## config.mk

```make
export PLATFORM = sky130hd
export DESIGN_NAME = sram_port_arbiter_flat
export DESIGN_NICKNAME = d
export VERILOG_FILES = /design/src/rtl/sram_port_arbiter_if.sv /design/src/rtl/sram_port_arbiter.sv /design/src/flat_wrapper.sv
export SDC_FILE = /design/constraint.sdc
export NUM_CORES = 1
export LEC_CHECK = 0
export ABC_CLOCK_PERIOD_IN_PS = 2100
export BUFFER_PORTS_ARGS = -buffer_cell sky130_fd_sc_hd__buf_2
export CAP_MARGIN = 25
export CORE_AREA = 2 2 110 112
export DETAILED_ROUTE_END_ITERATION = 8
export DIE_AREA = 0 0 112 114
export PLACE_DENSITY = 0.55
export SYNTH_ARGS = -nofsm -noshare
export SYNTH_HDL_FRONTEND = slang
export SYNTH_SLANG_ARGS = --single-unit
```

## constraint.sdc

```tcl
create_clock -name HCLK -period 2.1 [get_ports HCLK]
set_input_delay 0.105 -clock HCLK [delete_from_list [all_inputs] [get_ports HCLK]]
set_output_delay 0.105 -clock HCLK [all_outputs]
set_load 0.005 [all_outputs]
```

## src/rtl/sram_port_arbiter_if.sv

```systemverilog
// Requester-side bus of the SRAM port arbiter.
// Lock signal exists only when SRAM_ARB_LOCK_EN is defined.
interface sram_port_arbiter_if #(
  parameter int NPORTS = 2,
  parameter int AW     = 32
);
  logic [NPORTS-1:0]          req;
  logic [NPORTS-1:0]          we;
  logic [NPORTS-1:0][3:0]     be;
  logic [NPORTS-1:0][AW-1:0]  addr;
  logic [NPORTS-1:0][31:0]    wdata;
  logic [NPORTS-1:0]          gnt;
  logic [NPORTS-1:0]          rvalid;
  logic [31:0]                rdata;
`ifdef SRAM_ARB_LOCK_EN
  logic [NPORTS-1:0]          lock;

  modport master (
    output req, we, be, addr, wdata, lock,
    input  gnt, rvalid, rdata
  );
  modport slave (
    input  req, we, be, addr, wdata, lock,
    output gnt, rvalid, rdata
  );
`else
  modport master (
    output req, we, be, addr, wdata,
    input  gnt, rvalid, rdata
  );
  modport slave (
    input  req, we, be, addr, wdata,
    output gnt, rvalid, rdata
  );
`endif
endinterface

```

## src/rtl/sram_port_arbiter.sv

```systemverilog
// Round-robin arbiter for the single-port SRAM macro.
// Optional bus locking: define SRAM_ARB_LOCK_EN.
module sram_port_arbiter #(
  parameter int NPORTS = 2,
  parameter int AW     = 32
) (
  input  logic          HCLK,
  input  logic          HRESETn,
  sram_port_arbiter_if.slave bus,
  output logic          sram_cen,
  output logic          sram_wen,
  output logic [3:0]    sram_ben,
  output logic [AW-1:0] sram_addr,
  output logic [31:0]   sram_din,
  input  logic [31:0]   sram_dout
);

  localparam int PW = $clog2(NPORTS);

  logic [PW-1:0]     rr_ptr_q, rr_ptr_d;
  logic [NPORTS-1:0] rd_owner_q, rd_owner_d;
  logic              rd_pend_q, rd_pend_d;
  logic [NPORTS-1:0] elig;
  logic [PW-1:0]     win;
  logic [PW-1:0]     idx;
  logic              hit;
  logic              frz;
`ifdef SRAM_ARB_LOCK_EN
  logic [NPORTS-1:0] lk_q, lk_d;
`endif

  // Ports allowed to compete this cycle
  always_comb begin
    elig = HRESETn ? bus.req : '0;
    frz  = 1'b0;
`ifdef SRAM_ARB_LOCK_EN
    if (|lk_q) begin
      elig = elig & lk_q;
      frz  = 1'b1;
    end
`endif
  end

  // First eligible port at or after the pointer wins
  always_comb begin
    hit     = 1'b0;
    win     = '0;
    idx     = '0;
    bus.gnt = '0;
    for (int i = 0; i < NPORTS; i++) begin
      idx = PW'((int'(rr_ptr_q) + i) % NPORTS);
      if (!hit && elig[idx]) begin
        hit = 1'b1;
        win = idx;
      end
    end
    if (hit) bus.gnt[win] = 1'b1;
  end

  // SRAM pins follow the winner, idle otherwise
  always_comb begin
    sram_cen  = 1'b1;
    sram_wen  = 1'b1;
    sram_ben  = 4'hF;
    sram_addr = '0;
    sram_din  = '0;
    if (hit) begin
      sram_cen  = 1'b0;
      sram_wen  = ~bus.we[win];
      sram_ben  = bus.we[win] ? ~bus.be[win] : 4'h0;
      sram_addr = bus.addr[win];
      sram_din  = bus.wdata[win];
    end
  end

  // Next pointer, read tracking and lock ownership
  always_comb begin
    rr_ptr_d   = rr_ptr_q;
    rd_pend_d  = hit & ~bus.we[win];
    rd_owner_d = rd_pend_d ? bus.gnt : '0;
    if (hit && !frz) begin
      if (int'(win) == NPORTS - 1) rr_ptr_d = '0;
      else                         rr_ptr_d = win + 1'b1;
    end
`ifdef SRAM_ARB_LOCK_EN
    lk_d = lk_q;
    if (|lk_q) begin
      if (|(lk_q & ~bus.lock & (bus.gnt | ~bus.req)))
        lk_d = '0;
    end else if (|(bus.gnt & bus.lock)) begin
      lk_d = bus.gnt;
    end
`endif
  end

  // State registers
  always_ff @(posedge HCLK or negedge HRESETn) begin
    if (!HRESETn) begin
      rr_ptr_q   <= '0;
      rd_pend_q  <= 1'b0;
      rd_owner_q <= '0;
`ifdef SRAM_ARB_LOCK_EN
      lk_q       <= '0;
`endif
    end else begin
      rr_ptr_q   <= rr_ptr_d;
      rd_pend_q  <= rd_pend_d;
      rd_owner_q <= rd_owner_d;
`ifdef SRAM_ARB_LOCK_EN
      lk_q       <= lk_d;
`endif
    end
  end

  assign bus.rvalid = rd_owner_q & {NPORTS{rd_pend_q}};
  assign bus.rdata  = sram_dout;

endmodule

```

## src/flat_wrapper.sv

```systemverilog
// flat-port wrapper written by rule: the top's interface ports become plain ports
module sram_port_arbiter_flat 
#(
  parameter int NPORTS = 2,
  parameter int AW     = 32
)
  (HCLK, HRESETn, sram_cen, sram_wen, sram_ben, sram_addr, sram_din, sram_dout, bus_req, bus_we, bus_be, bus_addr, bus_wdata, bus_gnt, bus_rvalid, bus_rdata);
  sram_port_arbiter_if #(.NPORTS(NPORTS), .AW(AW)) bus_i ();
  input  logic HCLK;
  input  logic HRESETn;
  output logic sram_cen;
  output logic sram_wen;
  output logic [3:0] sram_ben;
  output logic [AW-1:0] sram_addr;
  output logic [31:0] sram_din;
  input  logic [31:0] sram_dout;
  input wire logic [$bits(bus_i.req)-1:0] bus_req;
  input wire logic [$bits(bus_i.we)-1:0] bus_we;
  input wire logic [$bits(bus_i.be)-1:0] bus_be;
  input wire logic [$bits(bus_i.addr)-1:0] bus_addr;
  input wire logic [$bits(bus_i.wdata)-1:0] bus_wdata;
  output wire logic [$bits(bus_i.gnt)-1:0] bus_gnt;
  output wire logic [$bits(bus_i.rvalid)-1:0] bus_rvalid;
  output wire logic [$bits(bus_i.rdata)-1:0] bus_rdata;
  assign bus_i.req = bus_req;
  assign bus_i.we = bus_we;
  assign bus_i.be = bus_be;
  assign bus_i.addr = bus_addr;
  assign bus_i.wdata = bus_wdata;
  assign bus_gnt = bus_i.gnt;
  assign bus_rvalid = bus_i.rvalid;
  assign bus_rdata = bus_i.rdata;
  sram_port_arbiter #(.NPORTS(NPORTS), .AW(AW)) u_core (.HCLK(HCLK), .HRESETn(HRESETn), .bus(bus_i), .sram_cen(sram_cen), .sram_wen(sram_wen), .sram_ben(sram_ben), .sram_addr(sram_addr), .sram_din(sram_din), .sram_dout(sram_dout));
endmodule
```

==> key figures <==
Timing
  • Hold Violations, Final: 0
  • Final period utilization: 91.3%
  • Finish-stage setup viols: 0
  • Max Clock Freq: 521 MHz
  • Worst slew pin tran: approximately 0.34 ns
  • RSZ-0062 raised after global routing: no
  • Slew HR: 77.1%
  • Setup Skew: about 0.0038 ns
  • Setup tns final: 0 ns
  • Max-slew violation count: 0
  • Tmin final: approximately 1.9 ns

Drt
  • Mean routed wirelength per cell: approximately 11 um
  • DRC Markers: 0
  • Met3 routed WL: roughly 530 um
  • Post-route ant nets: 0
  • Vias per cell: about 3.7
  • DR WL met2: 3430 um
  • DR top layer: met4
  • DRT Pass-1 Iters: 4
  • Via count: 2191
  • Met1 Routed Length: around 2200 um
  • Iteration-0 DRC Markers: 49
  • Routed wire length: 6420 um

Global routing
  • Grt total ovfl: 0
  • First-pass GRT wire length: just over 9000 um
  • Initial antenna violation count: 0
  • GRT Util Overall: 8.60%
  • Vias in the first global route: a little under 2k
  • Largest net degree at the start of global routing: 35

Logic synthesis
  • Top FF cell, synth: dfrtp_1
  • Mean Syn Cell Area: 6.35 um2
  • Synth top area share: between 30% and 40%
  • Post-synth cell types: 20
  • Most frequent cell after synthesis: inv_1
  • Yosys top cell by area: mux2i_1
  • Synth top area cells: mux2i_1 (38%), inv_1 (15%), nand2_1 (14%)
  • Synth Instances: between 200 and 300
  • Yosys reg bits: 4
  • Top post-synthesis cells by count: inv_1 (67), nand2_1 (66), mux2i_1 (65)
  • Number of enable flip-flop cells after synthesis: 0
  • Post-synthesis sequential area ratio: 5.80%
  • Net Count, Synth: 446
  • Synth async-reset ratio: between 90% and 100%
  • Synthesis Warnings: 0
  • Synth Cell Area: 0.00173 mm2

Worst setup path
  • Worst EP required: roughly 2 ns
  • CP Capture Type: primary output
  • CP Launch Type: input port
  • CP arrival: roughly 1.8 ns
  • R2R depth: 4
  • Maximum net fanout on the critical path: 16
  • Worst Setup Path Type: input port to primary output

Die
  • Initial Utilization: between 10% and 20%
  • Core footprint: 0.0117 mm2
  • Core Rows: 40
  • Boundary pin count: 280
  • Die span in x: 112 um
  • Die footprint: roughly 0.013 mm2
  • Die Y: 114 um

Power
  • Pwr Density: around 310 mW/mm2
  • Worst ir drop on vdd: just under 400 uV
  • Pleak: roughly 2.1 nW

Clock tree
  • Clock root buffer: clkbuf_16
  • CTS tree: done
  • H-tree levels: 1
  • Clock Sinks: 4
  • CTS Buffer Depth: 2
  • Clock transition at path regs: about 0.030 ns
  • Post-cts repair resize count: 0
  • CTS Buf Count: 3
  • Clock latency on the worst-skew pair: roughly 0.22 ns

Place
  • RePlAce Congestion: a little under 0.8
  • Detail Placement HPWL: about 5500 um
  • Placed cell count: roughly 600
  • Port Buffer Count: between 200 and 250

Final layout
  • Fill count: ~1.3k
  • Share of layout cells above drive strength 1: roughly 51%
  • Syn-to-layout area delta: 63.0%
  • # diodes: 0
  • Fin nets: about 630
  • Final non-filler cell total: about 600

Status
  • Outcome: finished, final reports clean

Worst hold path
  • Type of the worst min-delay path: input port to register
  • Hold Path Cell Cnt: 2

Flow run
  • Max_cap viols: 0
[placed cells by master (no fill, tap or decap), types with 2 or more instances in the layout]
cell type	synthesis	layout
a22oi_1	4	4
and2_1	2	2
buf_2	9	215
buf_4	32	6
clkbuf_16	0	3
dfrtp_1	4	4
inv_1	67	67
mux2i_1	65	65
nand2_1	66	66
nand2b_1	8	8
nor2_1	2	2
[per-layer routing]
metal / vias up / GRT usage (%)
li1: 1147 / -
met1: 903 / 8.48
met2: 121 / 17.5
met3: 20 / 1.70
met4: 0 / 3.25
met5: - / 0
[state kept, by name, summed over array words and instances, names as in the netlist]
| name | cells |
|---|---|
| u_core.rd_owner_q | 2 |
| u_core.rd_pend_q | 1 |
| u_core.rr_ptr_q | 1 |
[report_power, final]
group | internal, mW | switching [mW]
Combinational | 0.275 | 0.228
Clock | 0.243 | 0.0502
Sequential | 0.0831 | 0.00186
[final cells by class]
cell class / instances / area [um2] / share of cell area (%)
clock buffers: 3 / 75.1 / 2.67
inverters: 68 / 255 / 9.07
multi-input cells: 153 / 1050 / 37.3
flip-flops and latches: 4 / 100 / 3.56
well taps: 147 / 184 / 6.54
repair buffers: 223 / 1150 / 40.9
[worst max-delay path: stages]
cell	delay, ns
dlygate4sd3_1	0.53
buf_2	0.17
nand2_1	0.09
a21o_4	0.26
buf_4	0.24
mux2i_1	0.25
buf_2	0.15
[cell families (layout without fill, tap and decap cells)]
kind of cell	Yosys count	in the layout	synth area share [%]
AND/OR/NAND/NOR	79	79	18.7
AO/OA/AOI/OAI	9	9	3.84
multiplexers	65	65	37.7
buffers and inverters	115	294	34.0
flip-flops	4	4	5.80
[metrics by stage]
step	util, %	setup slack, ns	power, mW	hold slack, ns	area [um2]
5_1_grt	24.0	0.0609	0.948	0.166	2810
4_1_cts	24.0	0.121	0.892	0.142	2810
3_5_place_dp	23.3	0.565	0.593	-0.0568	2730
2_1_floorplan	-	0.828	0.372	-0.191	1730
3_3_place_gp	23.3	0.564	0.592	-0.0586	2730
6_report	24.0	0.182	0.881	0.142	2810
[worst paths after layout]
check | from | endpoint | slack, ns
max | HRESETn | sram_addr[13] | 0.18
min | bus_we[0] | u_core.rd_owner_q[0]$_DFF_PN0_ | 0.14
max reg2reg | u_core.rr_ptr_q$_DFFE_PN0N_ | u_core.rd_pend_q$_DFF_PN0_ | 0.93
min reg2reg | u_core.rr_ptr_q$_DFFE_PN0N_ | u_core.rr_ptr_q$_DFFE_PN0N_ | 0.56
max in group asynchronous | HRESETn | u_core.rd_pend_q$_DFF_PN0_ | 1.70
min in group asynchronous | HRESETn | u_core.rr_ptr_q$_DFFE_PN0N_ | 0.24
[what timing repair did]
action	in CTS	in global routing
hold endpoints to repair	4	0
hold buffers	1	0
setup buffers	0	0
Power figures use the tool's default switching activity.
